### config.mk
export PLATFORM = sky130hd
export DESIGN_NAME = muldiv_unit
export DESIGN_NICKNAME = d
export VERILOG_FILES = /design/src/rtl/muldiv_unit.sv
export SDC_FILE = /design/constraint.sdc
export NUM_CORES = 1
export LEC_CHECK = 0
export CORE_MARGIN = 3
export CORE_UTILIZATION = 40
export CTS_CLUSTER_SIZE = 40
export DETAILED_ROUTE_END_ITERATION = 16
export PLACE_DENSITY_LB_ADDON = 0.2
export SLEW_MARGIN = 10
export SYNTH_ARGS = -nofsm -noshare
export SYNTH_HDL_FRONTEND = slang
export SYNTH_SLANG_ARGS = --single-unit
### constraint.sdc
create_clock -name clk -period 11.65 [get_ports clk]
set_input_delay 1.7475 -clock clk [delete_from_list [all_inputs] [get_ports clk]]
set_output_delay 1.7475 -clock clk [all_outputs]
set_load 0.005 [all_outputs]
### src/rtl/muldiv_unit.sv
// Iterative RV32M multiply/divide unit for the execute stage.
// Shift-add multiply and restoring divide, one bit per cycle over DATA_WIDTH
// cycles. Division by zero and signed overflow resolve in a single cycle.
// BusyE stalls the front of the pipe while an op is in flight; DoneE pulses
// for one cycle with ResultE valid.

module muldiv_unit #(
  parameter int DATA_WIDTH = 32
) (
  input  logic                  clk,
  input  logic                  rst,
  input  logic                  StartE,
  input  logic [2:0]            MulDivOpE,
  input  logic [DATA_WIDTH-1:0] SrcAE,
  input  logic [DATA_WIDTH-1:0] SrcBE,
  input  logic                  flush,
  output logic                  BusyE,
  output logic                  DoneE,
  output logic [DATA_WIDTH-1:0] ResultE
);

  localparam int N  = DATA_WIDTH;
  localparam int CW = $clog2(N);
  localparam logic [CW-1:0] LAST_ITER = CW'(N - 1);

  typedef enum logic [1:0] {
    S_IDLE,
    S_COMPUTE,
    S_DONE
  } state_t;

  state_t r_state;
  state_t w_state_next;

  // Latched operation context
  logic [2:0]      r_op;
  logic [N-1:0]    r_b_mag;      // |B|: multiplicand for mul, divisor for div
  logic            r_neg_ab;     // sign of product / quotient
  logic            r_neg_a;      // sign of remainder
  logic [CW-1:0]   r_cnt;

  // Multiplier state: {partial sum, remaining multiplier bits}
  logic [2*N-1:0]  r_prod;

  // Divider state: partial remainder and dividend/quotient shift register
  logic [N-1:0]    r_rem;
  logic [N-1:0]    r_quo;

  logic [N-1:0]    r_result;

  // Operand decode from the EX-stage inputs
  logic            w_is_div;
  logic            w_a_signed;
  logic            w_b_signed;
  logic            w_a_neg;
  logic            w_b_neg;
  logic [N-1:0]    w_a_mag;
  logic [N-1:0]    w_b_mag;
  logic            w_div_by_zero;
  logic            w_div_ovf;
  logic            w_fast;
  logic [N-1:0]    w_fast_result;

  // Iteration datapath
  logic [N:0]      w_mul_sum;
  logic [2*N-1:0]  w_prod_next;
  logic [N:0]      w_div_shift;
  logic [N:0]      w_div_diff;
  logic            w_div_fits;
  logic [N-1:0]    w_rem_next;
  logic [N-1:0]    w_quo_next;

  // Final sign correction and result select
  logic [2*N-1:0]  w_prod_signed;
  logic [N-1:0]    w_quo_signed;
  logic [N-1:0]    w_rem_signed;
  logic [N-1:0]    w_final;

  logic            w_accept;
  logic            w_finish;

  // Signedness per funct3, operand magnitudes and fast-path detection
  always_comb begin
    w_is_div      = MulDivOpE[2];
    // Divides: bit0 selects unsigned. Multiplies: MULHU is fully unsigned,
    // MULHSU keeps A signed only.
    w_a_signed    = w_is_div ? ~MulDivOpE[0] : ~(MulDivOpE[1] & MulDivOpE[0]);
    w_b_signed    = w_is_div ? ~MulDivOpE[0] : ~MulDivOpE[1];
    w_a_neg       = w_a_signed & SrcAE[N-1];
    w_b_neg       = w_b_signed & SrcBE[N-1];
    w_a_mag       = w_a_neg ? -SrcAE : SrcAE;
    w_b_mag       = w_b_neg ? -SrcBE : SrcBE;

    w_div_by_zero = w_is_div & (SrcBE == '0);
    w_div_ovf     = w_is_div & ~MulDivOpE[0]
                  & (SrcAE == {1'b1, {(N-1){1'b0}}})
                  & (SrcBE == '1);
    w_fast        = w_div_by_zero | w_div_ovf;

    // bit1 selects remainder for divides
    if (w_div_by_zero) begin
      w_fast_result = MulDivOpE[1] ? SrcAE : '1;
    end else begin
      w_fast_result = MulDivOpE[1] ? '0 : SrcAE;
    end
  end

  // One shift-add step and one restoring-divide step per cycle
  always_comb begin
    w_mul_sum   = {1'b0, r_prod[2*N-1:N]} + (r_prod[0] ? {1'b0, r_b_mag} : '0);
    w_prod_next = {w_mul_sum, r_prod[N-1:1]};

    // Partial remainder stays below the divisor, so the shifted value fits
    // in N+1 bits and the borrow out of the subtract decides the quotient bit.
    w_div_shift = {r_rem, r_quo[N-1]};
    w_div_diff  = w_div_shift - {1'b0, r_b_mag};
    w_div_fits  = ~w_div_diff[N];
    w_rem_next  = w_div_fits ? w_div_diff[N-1:0] : w_div_shift[N-1:0];
    w_quo_next  = {r_quo[N-2:0], w_div_fits};
  end

  // Apply result signs to the final iteration and pick the requested half
  always_comb begin
    w_prod_signed = r_neg_ab ? -w_prod_next : w_prod_next;
    w_quo_signed  = r_neg_ab ? -w_quo_next  : w_quo_next;
    w_rem_signed  = r_neg_a  ? -w_rem_next  : w_rem_next;

    if (r_op[2]) begin
      w_final = r_op[1] ? w_rem_signed : w_quo_signed;
    end else begin
      w_final = (r_op[1:0] == 2'b00) ? w_prod_signed[N-1:0] : w_prod_signed[2*N-1:N];
    end
  end

  // State register
  always_ff @(posedge clk) begin
    // NOTE: sequential state is always assigned with <= so every flop samples
    // pre-edge values regardless of block ordering.
    if (rst) begin
      r_state <= S_IDLE;
    end else begin
      r_state <= w_state_next;
    end
  end

  // Next-state, op acceptance and stall request
  always_comb begin
    // NOTE: every signal driven here gets a default first, so no path through
    // the case leaves one unassigned and a latch is never inferred.
    w_state_next = r_state;
    w_accept     = 1'b0;

    case (r_state)
      S_IDLE: begin
        if (StartE && !flush) begin
          w_accept     = 1'b1;
          w_state_next = w_fast ? S_DONE : S_COMPUTE;
        end
      end
      S_COMPUTE: begin
        if (r_cnt == LAST_ITER) begin
          w_state_next = S_DONE;
        end
      end
      S_DONE: begin
        w_state_next = S_IDLE;
      end
      default: begin
        w_state_next = S_IDLE;
      end
    endcase

    // A redirect squashes whatever is in flight
    if (flush) begin
      w_state_next = S_IDLE;
    end

    w_finish = (r_state == S_COMPUTE) && (r_cnt == LAST_ITER) && !flush;
    BusyE    = !rst && (((r_state == S_IDLE) && StartE && !flush) || (r_state == S_COMPUTE));
  end

  // Operand latch, iteration registers and result register
  always_ff @(posedge clk) begin
    if (rst) begin
      r_op     <= '0;
      r_b_mag  <= '0;
      r_neg_ab <= 1'b0;
      r_neg_a  <= 1'b0;
      r_cnt    <= '0;
      r_prod   <= '0;
      r_rem    <= '0;
      r_quo    <= '0;
      r_result <= '0;
    end else if (w_accept) begin
      r_op     <= MulDivOpE;
      r_b_mag  <= w_b_mag;
      r_neg_ab <= w_a_neg ^ w_b_neg;
      r_neg_a  <= w_a_neg;
      r_cnt    <= '0;
      r_prod   <= {{N{1'b0}}, w_a_mag};
      r_rem    <= '0;
      r_quo    <= w_a_mag;
      if (w_fast) begin
        r_result <= w_fast_result;
      end
    end else if (r_state == S_COMPUTE) begin
      r_cnt <= r_cnt + 1'b1;
      if (r_op[2]) begin
        r_rem <= w_rem_next;
        r_quo <= w_quo_next;
      end else begin
        r_prod <= w_prod_next;
      end
      // A flushed op never reaches DONE, so the held result is left alone
      if (w_finish) begin
        r_result <= w_final;
      end
    end
  end

  assign DoneE   = (r_state == S_DONE);
  assign ResultE = r_result;

endmodule

[Word-level counts from Yosys, hierarchy flattened]
Index checks and enable logic that the tools add are counted.
Storage, ports and cells
  flip-flop bits (word level): 204
  latch bits: 0
  bits in writable memories: 0
  memory bits (read-only): 0
  output and inout port bits: 34
  memories: 0
Operators by class
  $add $sub $neg: 8
  multipliers: 0
  div/mod/pow operators: 0
  magnitude comparators: 0
  equal/unequal tests: 9
  shift-type cells: 0
  muxes and demuxes: 31
  bitwise gates (word level): 14
  reductions and logical operators: 23
Operator list (number)
  two-way mux 32 bit: 22
  negation 32 bit: 4
  equality test 32 bit (second input constant): 2
  two-way mux 64 bit: 1
  negation 64 bit: 1
  adder 32 x 32 -> 33 bit: 1
  subtractor 33 x 32 -> 33 bit: 1
  logical NOT 32 bit: 1
  AND reduction 2 bit: 5
  bitwise AND 1 bit: 7
  logical AND 1 bit: 6
  two-way mux 2 bit: 3
  inequality test 2 bit (second input constant): 3
  nonzero test 2 bit: 3
  adder 5 x 1 -> 5 bit (second input constant): 1
  equality test 5 bit (second input constant): 1
  inverter 1 bit: 5
  logical NOT 2 bit: 2
  two-way mux 1 bit: 4
  one-hot mux 2 bit (2 select lines): 1
  OR reduction 2 bit: 2
  AND reduction 3 bit: 1
  equality test 2 x 1 -> 1 bit (second input constant): 1
  equality test 2 bit (second input constant): 1
  other kinds (5): 6

[Logic depth before layout (Yosys ltp)]
Gate-level depths: netlist of run 1.
  depth in word-level cells: 9
  mapped depth: 27
  gate-level depth less buffers: 24

[Worst setup path before layout of run 1]
Ideal clock, no wire load.
  path type: register to register
  start point: reg r_quo[31]
  end point: reg r_result[28], in the netlist ResultE[28]
  library setup time: 86 ps
  arrival time: 6083 ps
  setup slack: 5481 ps
  cell stages (with the launch flop): 25
  buffers on the path: 3
  clock period less this slack: 6169 ps
  cells stage by stage: dfxtp_1 > inv_1 > ha_1 > fa_1 > nor2b_1 > o31ai_1 > a21oi_1 > o21ai_1 > a2111oi_2 > nor3_1 > nor2_1 > clkbuf_1 > clkbuf_1 > buf_1 > nand2_1 > o21ai_0 > ha_1 > inv_1 > nor4_1 > a41oi_1 > or3_1 > o41ai_1 > a31oi_1 > a211o_1 > a211oi_1
On the way
  cells in the longest elaborated chain, start to end: 9
  elaborated cells on any way between the ends: 12
  those cells by class: add/sub: 3; mux: 8; bitwise: 1
Ends and longest elaborated chain
  from (decl): RTL line 47  | logic [N-1:0] r_quo;
  from (signal assigned): RTL line 202  | r_quo <= w_a_mag;
  from (signal assigned): RTL line 210  | r_quo <= w_quo_next;
  subtractor 33 x 32 -> 33 bit: RTL line 116  | w_div_diff = w_div_shift - {1'b0, r_b_mag};
  two-way mux 32 bit / inverter 1 bit (equally long branches): RTL line 118, 117
  negation 32 bit, on equally long branches: RTL line 126, 125
  two-way mux 32 bit, on equally long branches: RTL line 126, 125
  two-way mux 32 bit *: RTL line 129  | w_final = r_op[1] ? w_rem_signed : w_quo_signed;
  two-way mux 32 bit *: RTL line 128  | if (r_op[2]) begin
  two-way mux 32 bit *: RTL line 215  | if (w_finish) begin
  two-way mux 32 bit *: RTL line 206  | end else if (r_state == S_COMPUTE) begin
  two-way mux 32 bit *: RTL line 194  | end else if (w_accept) begin
  to (signal assigned): RTL line 204  | r_result <= w_fast_result;
  to (signal assigned): RTL line 216  | r_result <= w_final;
  to (decl): RTL line 49  | logic [N-1:0] r_result;
Every way passes the cells marked *; elsewhere a longest branch is shown, timed or not. The select of a mux whose other input is x is not followed.
A chain may end at the register's enable or synchronous reset.

[Worst setup path in the final report of run 1]
  start point: reg r_quo[31]
  end point: reg r_result[26], in the netlist ResultE[26]
The elaborated chain is that of the path after synthesis.

==> results of run 1 <==
cells in the final DEF (no fill, tap or decap), types with 77 or more instances in the layout:
cell type / netlist / routed
nor2_1: 284 / 280
nand2_1: 275 / 274
a21oi_1: 222 / 222
dfxtp_1: 204 / 203
o21ai_0: 139 / 139
xor2_1: 113 / 113
clkdlybuf4s50_1: 0 / 103
a211oi_1: 98 / 98
xnor2_1: 96 / 96
nor3_1: 77 / 77
final cells by class:
class                           count  area [µm²]  area share
Sequential cell                   204        4085      0.2040
Tap cell                          585       732.0     0.03656
Multi-Input combinational cell   2038       12880      0.6433
Inverter                           65       244.0     0.01219
Timing Repair Buffer              124        1189     0.05936
Clock inverter                     13       150.1    0.007499
Clock buffer                       34       742.0     0.03706
per-layer routing:
metal / wire length [µm] / track usage / vias up
li1: - / - / 8966
met1: 31090 / 0.3988 / 8833
met2: 29660 / 0.4337 / 791
met3: 5029 / 0.03295 / 146
met4: 4507 / 0.1615 / 4
met5: 29 / 0 / -
sequential cells by signal (all words and copies together) (netlist names):
signal    count
ResultE      32
r_b_mag      32
r_cnt         5
r_neg_a       1
r_neg_ab      1
r_op          3
r_prod       64
r_quo        32
r_rem        32
r_state       2
logic make-up (layout without fill, tap and decap cells):
group	count (synthesis)	in the layout	share of synthesized area
fa+ha+maj	74	74	0.05298
xor+xnor	209	209	0.1031
buf+inv	221	236	0.04763
compound gates	793	793	0.2893
mux	75	75	0.04256
flops	204	204	0.2300
simple gates	887	887	0.2345
path summary, 6_finish.rpt:
kind	from	endpoint	slack (ps)	cells past startpoint
min	r_prod[39]	r_prod[39]	460	2
max	r_quo[31]	ResultE[26]	5050	21
max reg2reg	r_quo[31]	ResultE[26]	5050	21
min reg2reg	r_prod[39]	r_prod[39]	460	2
critical path, stage by stage (launching register included):
cell and delay, ps:
dfxtp_1 380, inv_1 80, ha_1 210, fa_1 450, nor2b_1 270, o31ai_1 140, a21oi_1 270, o21ai_1 200
a2111oi_2 540, o21a_1 460, nor2_4 70, buf_4 300, o21ai_0 310, ha_1 260, inv_1 90, nor4_1 450
a41oi_1 360, or4_1 590, o31ai_1 290, xor2_1 160, a211oi_1 360, o32ai_1 120
where the power goes:
| part | internal [µW] | switching (µW) |
|---|---|---|
| sequential | 725 | 38.2 |
| clock | 513 | 341 |
| combinational | 190 | 357 |
| total | 1430 | 736 |
through the flow:
step	util	worst slack, ps	hold WS [ps]	instance area (µm²)
floorplan	-	5481	440.6	17760
global placement	0.4402	5134	445.8	19130
detailed placement	0.4402	5039	452.2	19130
CTS	0.4608	5202	459.8	20020
global route	0.4608	4551	482.9	20020
finish	0.4608	5055	460.9	20020
==> flow_metrics.py, run 1 <==
metrics = {
    "drt": {
        "post_drt_wl_per_cell_um": 22.96,
        "drt_iter0_markers": 2181,
        "drcViolationCount": 0,
        "vias": 18740,
        "routed_wl_mm": 70.31,
        "vias_per_cell": 6.118,
        "detail_route.first_pass.iterations": 5,
        "ant_nets": 0,
    },
    "synthesis": {
        "ys.warnings.count": 0,
        "synthArstFlopShare": 0,
        "synthTopCellsByCount": "nor2_1 (284), nand2_1 (275), a21oi_1 (222)",
        "synth.top_cell.area_share": 0.2300,
        "synth.area.top_cells": "dfxtp_1 (23%), a21oi_1 (6.3%), nor2_1 (6.0%), nand2_1 (5.8%), xor2_1 (5.6%)",
        "synth.most_common_cell": "nor2_1",
        "ys_ff_latch": 204,
        "ys.flop_type": "dfxtp_1",
        "synthDistinctLibCells": 86,
        "synthesis.nets": 2608,
        "synth.cell_area_um2": 17760,
        "synth-edff-count": 0,
        "synthCells": 2463,
        "ys_seq_area_frac": 0.2300,
        "synth.avg_cell_area_um2": 7.210,
        "synth_largest_area_cell": "dfxtp_1",
    },
    "clock_network": {
        "cts.clk_slew.worst_paths_ps": 60,
        "cts_resized": 0,
        "cts-root-buf": "clkbuf_16",
        "cts_post_setup_buffers_inserted": 0,
        "cts_tree": "yes",
        "cts_sinks": 204,
        "h-tree-depth": 1,
        "ctsHoldBuffers": 0,
        "clockBufferDepth": 3,
        "clock_latency_ps": 560,
        "cts_made_buffers": 26,
    },
    "timing": {
        "relSlewSlack": 0.2321,
        "finalSetupViolCount": 0,
        "worst_slew_pin_slew_ps": 1152,
        "min_period_ps": 6595,
        "tns_ps": 0,
        "finalClockSkew_ps": 18.83,
        "clock.fmax_mhz": 151.6,
        "post-route-period-util": 0.5661,
        "hold_viol": 0,
        "grt_setup_unrepaired": "no",
        "slew_violations": 0,
    },
    "status": {
        "status": "finished clean",
    },
    "place": {
        "placed_cells": 3016,
        "io_buffers": 104,
        "place.gp.congestion": 1.014,
        "dpl.hpwl_mm": 54.03,
    },
    "grt": {
        "antenna_found_initial": 2,
        "grt_usage": 0.2877,
        "grt_max_degree": 87,
        "grt_pass1_vias": 17250,
        "grt_pass1_wl_mm": 105.7,
        "grt_overflow": 0,
    },
    "finish": {
        "n_antenna_cell": 0,
        "nFillCells": 4454,
        "syn2layout_area_growth_pct": 12.75,
        "drive_above_1_share": 0.04883,
        "final_nets": 2604,
        "finalNonFillerCells": 3063,
    },
    "die": {
        "initial_core_util": 0.4086,
        "core_um2": 43460,
        "dieArea_um2": 46960,
        "die_y_um": 216.7,
        "boundaryPins": 105,
        "rows": 76,
        "dieWidth_um": 216.7,
    },
    "power_and_ir_drop": {
        "power_density_nw_per_um2": 108.1,
        "power.leakage_uw": 0.007350,
        "power_uw": 2165,
        "max-vdd-ir-drop_mv": 0.09619,
    },
    "worst_setup_path": {
        "critPathLaunchType": "register",
        "crit_fanout": 44,
        "cp-end-kind": "register",
        "arrival_ps": 6990,
        "critPathKind": "register to register",
        "required_ps": 12040,
    },
    "min_path": {
        "min_path_type": "register to register",
    },
    "job": {
        "drv_cap": 0,
    },
}
Note: power is estimated with default switching activity, not from simulation.
==> run 2, diff against run 1 <==
clock period = 5.5 ns   (was 11.65 ns; I/O delays follow)
==> run 2 against run 1 <==
Effect of this change: core utilization up 1.4 points; setup slack worse by 4800 ps; critical path depth down 3; fmax up 26%; hold slack worse by 8.5 ps; combinational power up 120%; sequential cell count unchanged; via count up 2.8%; power up 120%; sequential power up 110%; clock skew about the same; clock power up 120%; largest power group unchanged.
==> flow_metrics.py, run 2 (synthesis gave the netlist of run 1 again) <==
metrics = {
    "finish": {
        "seq_area_um2": 4086,
        "multi_input_area_um2": 12980,
        "final_common_cell": "nor2_1",
        "top_register": "r_prod",
        "largest_reg_flops": 64,
        "n_antenna_cell": 0,
        "syn2layout_area_growth_pct": 16.11,
        "postLayoutCoreUtil": 0.4745,
        "drive_above_1_share": 0.07723,
        "layout_common_cells": "nor2_1 (280), nand2_1 (274), a21oi_1 (220)",
        "final_nets": 2666,
        "nFillCells": 4395,
    },
    "die": {
        "core_um2": 43460,
        "dieArea_um2": 46960,
        "rows": 76,
        "boundaryPins": 105,
        "die_y_um": 216.7,
        "initial_core_util": 0.4086,
        "dieWidth_um": 216.7,
    },
    "power_and_ir_drop": {
        "max-vdd-ir-drop_mv": 0.2505,
        "power_density_nw_per_um2": 227.5,
        "power.leakage_uw": 0.007670,
    },
    "grt": {
        "grt_overflow": 0,
        "grt_usage": 0.3044,
        "grt_pass1_wl_mm": 111.8,
        "grt_pass1_vias": 17970,
        "grt_max_degree": 86,
        "antenna_found_initial": 2,
    },
    "timing": {
        "relSlewSlack": 0.1411,
        "finalSetupViolCount": 0,
        "slew_violations": 0,
        "holdWs_ps": 452.4,
        "hold_viol": 0,
        "min_period_ps": 5218,
        "grt_setup_unrepaired": "yes",
        "worst_slew_pin_slew_ps": 1285,
        "clock.fmax_mhz": 191.7,
        "post-route-period-util": 0.9486,
        "finalClockSkew_ps": 18.81,
    },
    "min_path": {
        "min_path_type": "register to register",
    },
    "worst_setup_path": {
        "critPathKind": "register to register",
        "crit_fanout": 12,
        "arrival_ps": 5640,
        "required_ps": 5920,
        "critPathLaunchType": "register",
        "cp-end-kind": "register",
    },
    "drt": {
        "drcViolationCount": 0,
        "post_drt_wl_per_cell_um": 23.74,
        "vias_per_cell": 6.168,
        "detail_route.first_pass.iterations": 6,
        "routed_wl_mm": 74.15,
        "drt_iter0_markers": 2203,
        "ant_nets": 0,
        "vias": 19260,
    },
    "clock_network": {
        "cts-root-buf": "clkbuf_16",
        "cts_made_buffers": 27,
        "cts.clk_slew.worst_paths_ps": 60,
        "ctsHoldBuffers": 0,
        "clock_latency_ps": 570,
        "cts_sinks": 204,
        "cts_tree": "yes",
        "clockBufferDepth": 3,
        "h-tree-depth": 1,
    },
    "place": {
        "io_buffers": 104,
        "dpl.hpwl_mm": 57.28,
        "place.gp.congestion": 0.9778,
    },
    "job": {
        "drv_cap": 0,
    },
    "status": {
        "status": "finished clean",
    },
}
[run 2: changes by cell type in the layout (fill, tap and decap cells not counted), sizes merged]
cell,previous run,this run
inv,65,66
clkinv,9,2
clkbuf,34,38
bufinv,3,4
buf,21,82
[run 2: final timing paths]
path | start | endpoint | slack [ps] | depth (start not counted)
hold reg to reg | ResultE[7] | ResultE[7] | 450 | 2
setup / recovery | r_prod[0] | ResultE[29] | 280 | 18
hold / removal | ResultE[7] | ResultE[7] | 450 | 2
setup reg to reg | r_prod[0] | ResultE[29] | 280 | 18
[run 2: area by class of cell]
cell class,instances,area share
Multi-Input combinational cell,2038,0.6294
Sequential cell,204,0.1982
Timing Repair Buffer,185,0.08046
Clock buffer,38,0.03720
Tap cell,585,0.03550
Inverter,65,0.01183
Clock inverter,8,0.007464
[run 2: per-layer routing]
layer / share of wire / track usage
met1: 0.44 / 0.4218
met2: 0.43 / 0.4765
met3: 0.072 / 0.03758
met5: 0.000054 / 0
met4: 0.052 / 0.1298
[run 2: report_power, final]
group	leakage [µW]	switching (µW)	total, µW	internal, µW
clock network	0.000445	718	1870	1150
logic	0.00556	762	1190	432
registers	0.00166	92.1	1630	1540
[run 2: repair_timing]
| item | CTS | global route |
|---|---|---|
| setup endpoints to repair | 0 | 7 |
| gates resized for setup | 0 | 16 |
| buffers inserted | 0 | 2 |
[run 2: worst max-delay path: stages (launching register included)]
cell and delay, ps:
dfxtp_2 410, and2_1 240, ha_1 260, fa_1 420
a21o_1 230, a221oi_1 380, o31ai_1 170, buf_4 170
a211o_1 320, xor2_1 180, or4_1 610, nor4b_1 410
nand3_1 170, nor2_1 210, nand2_1 90, mux2i_1 130
a2111oi_0 410, buf_4 190, a211oi_1 60
[run 2: metrics by stage]
| step | total power (µW) | setup TNS [ps] | instance area, µm² | setup slack, ps | cells |
|---|---|---|---|---|---|
| floorplan | 2369 | 0 | 17810 | 30.21 | 2463 |
| global placement | 2795 | 0 | 19630 | 238.6 | 3075 |
| detailed placement | 2802 | 0 | 19630 | 126.7 | 3075 |
| CTS | 4671 | 0 | 20550 | 95.30 | 3121 |
| global route | 4867 | -60.78 | 20620 | -43.54 | 3123 |
| finish | 4691 | 0 | 20620 | 282.4 | 3123 |
